`config.mk`:
```
export PLATFORM = sky130hd
export DESIGN_NAME = systolic_ctrl_flat
export DESIGN_NICKNAME = d
export VERILOG_FILES = /design/src/rtl/systolic_ctrl_if.sv /design/src/rtl/systolic_ctrl.sv /design/src/flat_wrapper.sv
export SDC_FILE = /design/constraint.sdc
export NUM_CORES = 1
export LEC_CHECK = 0
export ABC_AREA = 1
export BUFFER_PORTS_ARGS = -buffer_cell sky130_fd_sc_hd__buf_2
export CAP_MARGIN = 20
export CORE_ASPECT_RATIO = 0.5
export CORE_MARGIN = 8
export CORE_UTILIZATION = 25
export DETAILED_ROUTE_END_ITERATION = 7
export PLACE_DENSITY_LB_ADDON = 0.08
export SLEW_MARGIN = 20
export SYNTH_ARGS = -nofsm -noshare
export SYNTH_HDL_FRONTEND = slang
export SYNTH_SLANG_ARGS = --single-unit
```
`constraint.sdc`:
```
create_clock -name clk -period 6.3 [get_ports clk]
set_input_delay 1.575 -clock clk [delete_from_list [all_inputs] [get_ports clk]]
set_output_delay 1.575 -clock clk [all_outputs]
set_load 0.005 [all_outputs]
```
`src/rtl/systolic_ctrl_if.sv`:
```
// Control bundle between the host, the systolic sequencer and the array/operand buffers.
// The host side drives start/k_len; the sequencer drives everything else.
interface systolic_ctrl_if #(
    parameter int N       = 4,
    parameter int K_WIDTH = 8
);
    logic                   start;
    logic [K_WIDTH-1:0]     k_len;
    logic                   busy;
    logic                   done;
    logic                   result_capture;
    logic                   pe_clear;
    logic [N-1:0]           feed_valid;
    logic [N*K_WIDTH-1:0]   feed_idx;

    modport master (
        output start, k_len,
        input  busy, done, result_capture, pe_clear, feed_valid, feed_idx
    );

    modport slave (
        input  start, k_len,
        output busy, done, result_capture, pe_clear, feed_valid, feed_idx
    );
endinterface

```
`src/rtl/systolic_ctrl.sv`:
```
// Sequencer for an N x N output-stationary systolic array: clear, skewed operand feed,
// wavefront drain, then a one-cycle done/result_capture pulse. Control only, no datapath.
module systolic_ctrl #(
    parameter int N       = 4,
    parameter int K_WIDTH = 8,
    parameter int RD_LAT  = 0
) (
    input  logic            clk,
    input  logic            reset_n,
    systolic_ctrl_if.slave  ctrl
);
    localparam int TW           = K_WIDTH + $clog2(N) + 1;
    localparam int DRAIN_CYCLES = N - 1 + RD_LAT;
    localparam int DW           = $clog2(N + RD_LAT + 1) + 1;
    localparam logic [DW-1:0] DRAIN_LAST = DW'((DRAIN_CYCLES > 0) ? (DRAIN_CYCLES - 1) : 0);

    typedef enum logic [2:0] {
        ST_IDLE  = 3'd0,
        ST_CLEAR = 3'd1,
        ST_FEED  = 3'd2,
        ST_DRAIN = 3'd3,
        ST_DONE  = 3'd4
    } state_t;

    // With a single lane and no read latency there is nothing left to drain.
    localparam state_t AFTER_FEED = (DRAIN_CYCLES == 0) ? ST_DONE : ST_DRAIN;

    state_t             state_r, state_s;
    logic [TW-1:0]      t_r, t_s;
    logic [DW-1:0]      d_r, d_s;
    logic [K_WIDTH-1:0] klen_r, klen_s;
    logic [TW-1:0]      feed_last_s;

    logic               busy_s, done_s, pe_clear_s;
    logic [N-1:0]       feed_valid_s;
    logic [N*K_WIDTH-1:0] feed_idx_s;
    logic               busy_r, done_r, pe_clear_r;
    logic [N-1:0]       feed_valid_r;
    logic [N*K_WIDTH-1:0] feed_idx_r;

    assign feed_last_s = TW'(klen_r) + TW'(N) - TW'(2);

    // State, counters and latched inner dimension
    always_ff @(posedge clk or negedge reset_n) begin
        if (!reset_n) begin
            state_r <= ST_IDLE;
            t_r     <= {TW{1'b0}};
            d_r     <= {DW{1'b0}};
            klen_r  <= {K_WIDTH{1'b0}};
        end else begin
            state_r <= state_s;
            t_r     <= t_s;
            d_r     <= d_s;
            klen_r  <= klen_s;
        end
    end

    // Next-state and counter sequencing
    always_comb begin
        state_s = state_r;
        t_s     = t_r;
        d_s     = d_r;
        klen_s  = klen_r;
        case (state_r)
            ST_IDLE, ST_DONE: begin
                if (ctrl.start) begin
                    klen_s  = ctrl.k_len;
                    state_s = ST_CLEAR;
                end else begin
                    state_s = ST_IDLE;
                end
            end
            ST_CLEAR: begin
                t_s = {TW{1'b0}};
                d_s = {DW{1'b0}};
                if (klen_r == {K_WIDTH{1'b0}}) begin
                    state_s = AFTER_FEED;
                end else begin
                    state_s = ST_FEED;
                end
            end
            ST_FEED: begin
                if (t_r == feed_last_s) begin
                    t_s     = {TW{1'b0}};
                    state_s = AFTER_FEED;
                end else begin
                    t_s = t_r + TW'(1);
                end
            end
            ST_DRAIN: begin
                if (d_r == DRAIN_LAST) begin
                    d_s     = {DW{1'b0}};
                    state_s = ST_DONE;
                end else begin
                    d_s = d_r + DW'(1);
                end
            end
            default: begin
                state_s = ST_IDLE;
                t_s     = {TW{1'b0}};
                d_s     = {DW{1'b0}};
            end
        endcase
    end

    // Output decode from the upcoming state so the registered outputs line up with it
    always_comb begin
        busy_s       = (state_s == ST_CLEAR) || (state_s == ST_FEED) || (state_s == ST_DRAIN);
        done_s       = (state_s == ST_DONE);
        pe_clear_s   = (state_s == ST_CLEAR);
        feed_valid_s = {N{1'b0}};
        feed_idx_s   = {(N*K_WIDTH){1'b0}};
        for (int i = 0; i < N; i++) begin
            if ((state_s == ST_FEED) && (t_s >= TW'(i)) && (t_s < TW'(i) + TW'(klen_s))) begin
                feed_valid_s[i]                    = 1'b1;
                feed_idx_s[i*K_WIDTH +: K_WIDTH]   = K_WIDTH'(t_s - TW'(i));
            end else begin
                feed_valid_s[i]                    = 1'b0;
                feed_idx_s[i*K_WIDTH +: K_WIDTH]   = {K_WIDTH{1'b0}};
            end
        end
    end

    // Output registers; PEs are held in clear throughout system reset
    always_ff @(posedge clk or negedge reset_n) begin
        if (!reset_n) begin
            busy_r       <= 1'b0;
            done_r       <= 1'b0;
            pe_clear_r   <= 1'b1;
            feed_valid_r <= {N{1'b0}};
            feed_idx_r   <= {(N*K_WIDTH){1'b0}};
        end else begin
            busy_r       <= busy_s;
            done_r       <= done_s;
            pe_clear_r   <= pe_clear_s;
            feed_valid_r <= feed_valid_s;
            feed_idx_r   <= feed_idx_s;
        end
    end

    assign ctrl.busy           = busy_r;
    assign ctrl.done           = done_r;
    assign ctrl.result_capture = done_r;
    assign ctrl.pe_clear       = pe_clear_r;
    assign ctrl.feed_valid     = feed_valid_r;
    assign ctrl.feed_idx       = feed_idx_r;
endmodule
```
`src/flat_wrapper.sv`:
```
// flat-port wrapper written by rule: the top's interface ports become plain ports
module systolic_ctrl_flat 
#(
    parameter int N       = 4,
    parameter int K_WIDTH = 8,
    parameter int RD_LAT  = 0
)
  (clk, reset_n, ctrl_start, ctrl_k_len, ctrl_busy, ctrl_done, ctrl_result_capture, ctrl_pe_clear, ctrl_feed_valid, ctrl_feed_idx);
  systolic_ctrl_if #(.N(N), .K_WIDTH(K_WIDTH)) ctrl_i ();
  input  logic clk;
  input  logic reset_n;
  input wire logic [$bits(ctrl_i.start)-1:0] ctrl_start;
  input wire logic [$bits(ctrl_i.k_len)-1:0] ctrl_k_len;
  output wire logic [$bits(ctrl_i.busy)-1:0] ctrl_busy;
  output wire logic [$bits(ctrl_i.done)-1:0] ctrl_done;
  output wire logic [$bits(ctrl_i.result_capture)-1:0] ctrl_result_capture;
  output wire logic [$bits(ctrl_i.pe_clear)-1:0] ctrl_pe_clear;
  output wire logic [$bits(ctrl_i.feed_valid)-1:0] ctrl_feed_valid;
  output wire logic [$bits(ctrl_i.feed_idx)-1:0] ctrl_feed_idx;
  assign ctrl_i.start = ctrl_start;
  assign ctrl_i.k_len = ctrl_k_len;
  assign ctrl_busy = ctrl_i.busy;
  assign ctrl_done = ctrl_i.done;
  assign ctrl_result_capture = ctrl_i.result_capture;
  assign ctrl_pe_clear = ctrl_i.pe_clear;
  assign ctrl_feed_valid = ctrl_i.feed_valid;
  assign ctrl_feed_idx = ctrl_i.feed_idx;
  systolic_ctrl #(.N(N), .K_WIDTH(K_WIDTH), .RD_LAT(RD_LAT)) u_core (.clk(clk), .reset_n(reset_n), .ctrl(ctrl_i));
endmodule
```
==> reports/metrics.yaml <==
run_status: "finished, final reports clean"
drv_slew: 0
port-buffer-count: 50
maxCapViolations: 0
synth_cells: 620
worst_slew_pin_slew_ns: 0.9782
crit_fanout: 18
start_util_pct: 25.45
clk_latency_ns: 0.34
hold_class: "flop to flop"
synth_cell_type_count: 39
rsz0062_at_grt: "no"
endpoint: "u_core.ctrl.feed_valid[3]"
ir_drop_uv: 74.76
synth_top_cell_area_share_pct: 32.34
synth.most_common_cell: "nand2_1"
power.leakage_nw: 2.929
synth_ff_type: "dfrtp_1"
worst_slack_ns: 1.914
power_w: 0.0009842
dr.pass1.iters: 4
tns_ns: 0
vias_per_cell: 4.217
endpoint_kind: "flop"
syn_to_final_growth_pct: 17.94
grt_pass1_vias: 4311
ys_top_cells_by_area: "dfrtp_1, nand2_1, ha_1"
drtIter0Drc: 223
rows: 36
reg2reg_from: "u_core.klen_r[2]"
crit_chain: "buf_2 -> nand2_1 -> o21ai_0 -> inv_1 -> ha_1 -> inv_1 -> nand2_1 -> nand2_1 -> xor2_1 -> ha_1 -> nand2_1 -> nor3_1 -> nand3_1 -> nand3_4 -> nor2_1"
antenna_found_initial: 0
setup_viol: 0
layout.nets: 734
grt.total_usage_pct: 12.29
period_share_pct: 69.62
grt_max_degree: 66
seq_area_frac_synth_pct: 32.87
h-tree-depth: 3
drive_gt1_share_pct: 22.73
r2r_end: "u_core.ctrl.feed_idx[6]"
die-area_um2: 24840
post_cts_buffers: 0
grt_overflow: 0
slew-limit-headroom_pct: 34.55
drtAntennaViolNets: 0
ioPinCount: 51
wl_per_cell_um: 15.31
synth_edf_count: 0
async_reset_ff_share_pct: 100.0
synthesis.yosys.warnings: 0
cts_resized: 0
wl_mm: 14.52
cts_max_path_buffers: 2
drc: 0
combPwrFrac_pct: 1.2
synth-seq-cells: 65
grt_first_pass_wirelength_mm: 24.12
slowest_stage: "o21ai_0"
hold_buffers: 0
antennaDiodeCount: 0
pwr-share-seq_pct: 42.4
start_kind: "input port"
power.internal_w: 0.0007787
crit_arrival_ns: 4.61
synth_area_um2: 4952
r2r_slack_ns: 2.06
hpwl_mm: 11.16
clockRootBuffer: "clkbuf_16"
yosys-top-cells-count: "nand2_1, inv_1, dfrtp_1"
period_minus_slack_ns: 4.386
vias: 3998
critPathMostFrequentCell: "nand2_1"
powerDensity_nw_per_um2: 168.5
skew_ns: 0.009506
yosysTopAreaCell: "dfrtp_1"
synth_nets: 677
cts-buffers-inserted: 9
path_clk_slew_ns: 0.06
core_area_um2: 19460
max_stage_delay_ns: 0.68
cp_data_required_time_ns: 6.52
worstSetupPathType: "input port to flop"
clockPowerShare_pct: 56.4
switching_share_pct: 20.88
pre_cts_ws_ns: 1.528
routabilityCongestion: 0.7465
avgSynthCellArea_um2: 7.988
startpoint: "ctrl_start"
reg2regPathDepth: 23
fmax_ghz: 0.2280
clkSinkCount: 65
p_switching_w: 0.0002055
cts_tree: "yes"
chipHeight_um: 115.5
die_w_um: 215.0
hold_viol: 0
[worst min-delay path by stage]
stage	from	end	slack [ns]	cells past startpoint
floorplan	u_core.d_r[0]	u_core.d_r[0]	0.49	1
global placement	u_core.d_r[3]	u_core.d_r[3]	0.53	2
detailed placement	u_core.d_r[0]	u_core.d_r[0]	0.53	1
CTS	u_core.d_r[0]	u_core.d_r[0]	0.54	1
global route	u_core.d_r[0]	u_core.d_r[0]	0.57	1
finish	u_core.d_r[0]	u_core.d_r[0]	0.53	1
[per-layer routing]
| metal | vias up | share of wire [%] | wire length (um) | GRT usage, % |
|---|---|---|---|---|
| met3 | 10 | 2.0 | 295 | 2.319 |
| met4 | 0 | 0.84 | 122 | 2.843 |
| met5 | - | 0 | 0 | 0 |
| met2 | 27 | 46 | 6661 | 20.46 |
| met1 | 1861 | 51 | 7437 | 16.44 |
| li1 | 2100 | - | - | - |
[power by group through the flow]
stage / Sequential (W) / Clock [W] / Combinational, W
detailed placement: 0.000425 / 0 / 0.0000132
global placement: 0.000425 / 0 / 0.0000134
finish: 0.000418 / 0.000555 / 0.0000118
floorplan: 0.000425 / 0 / 0.00000000180
CTS: 0.000417 / 0.000574 / 0.0000132
global route: 0.000417 / 0.000589 / 0.0000142
[area by class of cell]
| cell class | count | area [um2] |
|---|---|---|
| multi-input cells | 469 | 2985 |
| inverters | 80 | 300.3 |
| clock buffers | 10 | 239.0 |
| clock inverters | 6 | 90.09 |
| well taps | 266 | 332.8 |
| repair buffers | 52 | 265.3 |
| flip-flops and latches | 65 | 1628 |
| fillers | 2109 | 13620 |
[metrics by stage]
step | hold WS, ns | cells | area, um2 | util [%]
finish | 0.5311 | 948 | 5841 | 30.02
global route | 0.5659 | 948 | 5841 | 30.02
CTS | 0.5426 | 948 | 5841 | 30.02
detailed placement | 0.5326 | 932 | 5512 | 28.32
global placement | 0.5275 | 932 | 5512 | 28.32
floorplan | 0.4872 | 620 | 4952 | -
[registers in the layout (all words and copies together) (netlist names)]
name and flops:
u_core.ctrl.pe_clear 1, u_core.ctrl.feed_idx 32, u_core.d_r 4, u_core.state_r 3
u_core.t_r 11, u_core.ctrl.busy 1, u_core.ctrl.feed_valid 4, u_core.klen_r 8
u_core.ctrl.done 1
[cells in the final DEF, fill, tap and decap left out, types with 4 or more instances in the layout]
cell type and instances:
nand2_1 164, inv_1 73, dfrtp_1 64, nor2_1 53
buf_2 50, ha_1 46, nand3_1 37, xor2_1 35
nor3_2 27, a21oi_1 13, nand2_2 12, nand3_2 11
o21ai_0 10, nand2_4 9, nor3_1 9, clkbuf_16 9
nand4_1 7, inv_2 6, nor2_2 6, nor2_4 5
o21ai_1 4, nor4_1 4
[kinds of logic after synthesis]
logic type	synth area share (%)
xor gates and xnor gates	6.367
AOI/OAI and AO/OA	3.942
buffers and inverters	6.846
adders and majority gates	11.62
and+or+nand+nor	38.35
DFF	32.87
[worst max-delay path: cells and delay by family]
kind            cells  cell delay (ns)
compound gates      1             0.68
xor+xnor            1             0.09
fa+ha+maj           2             0.59
buf+inv             3             0.39
simple gates        8             1.27
Note: power is estimated with default switching activity, not from simulation.
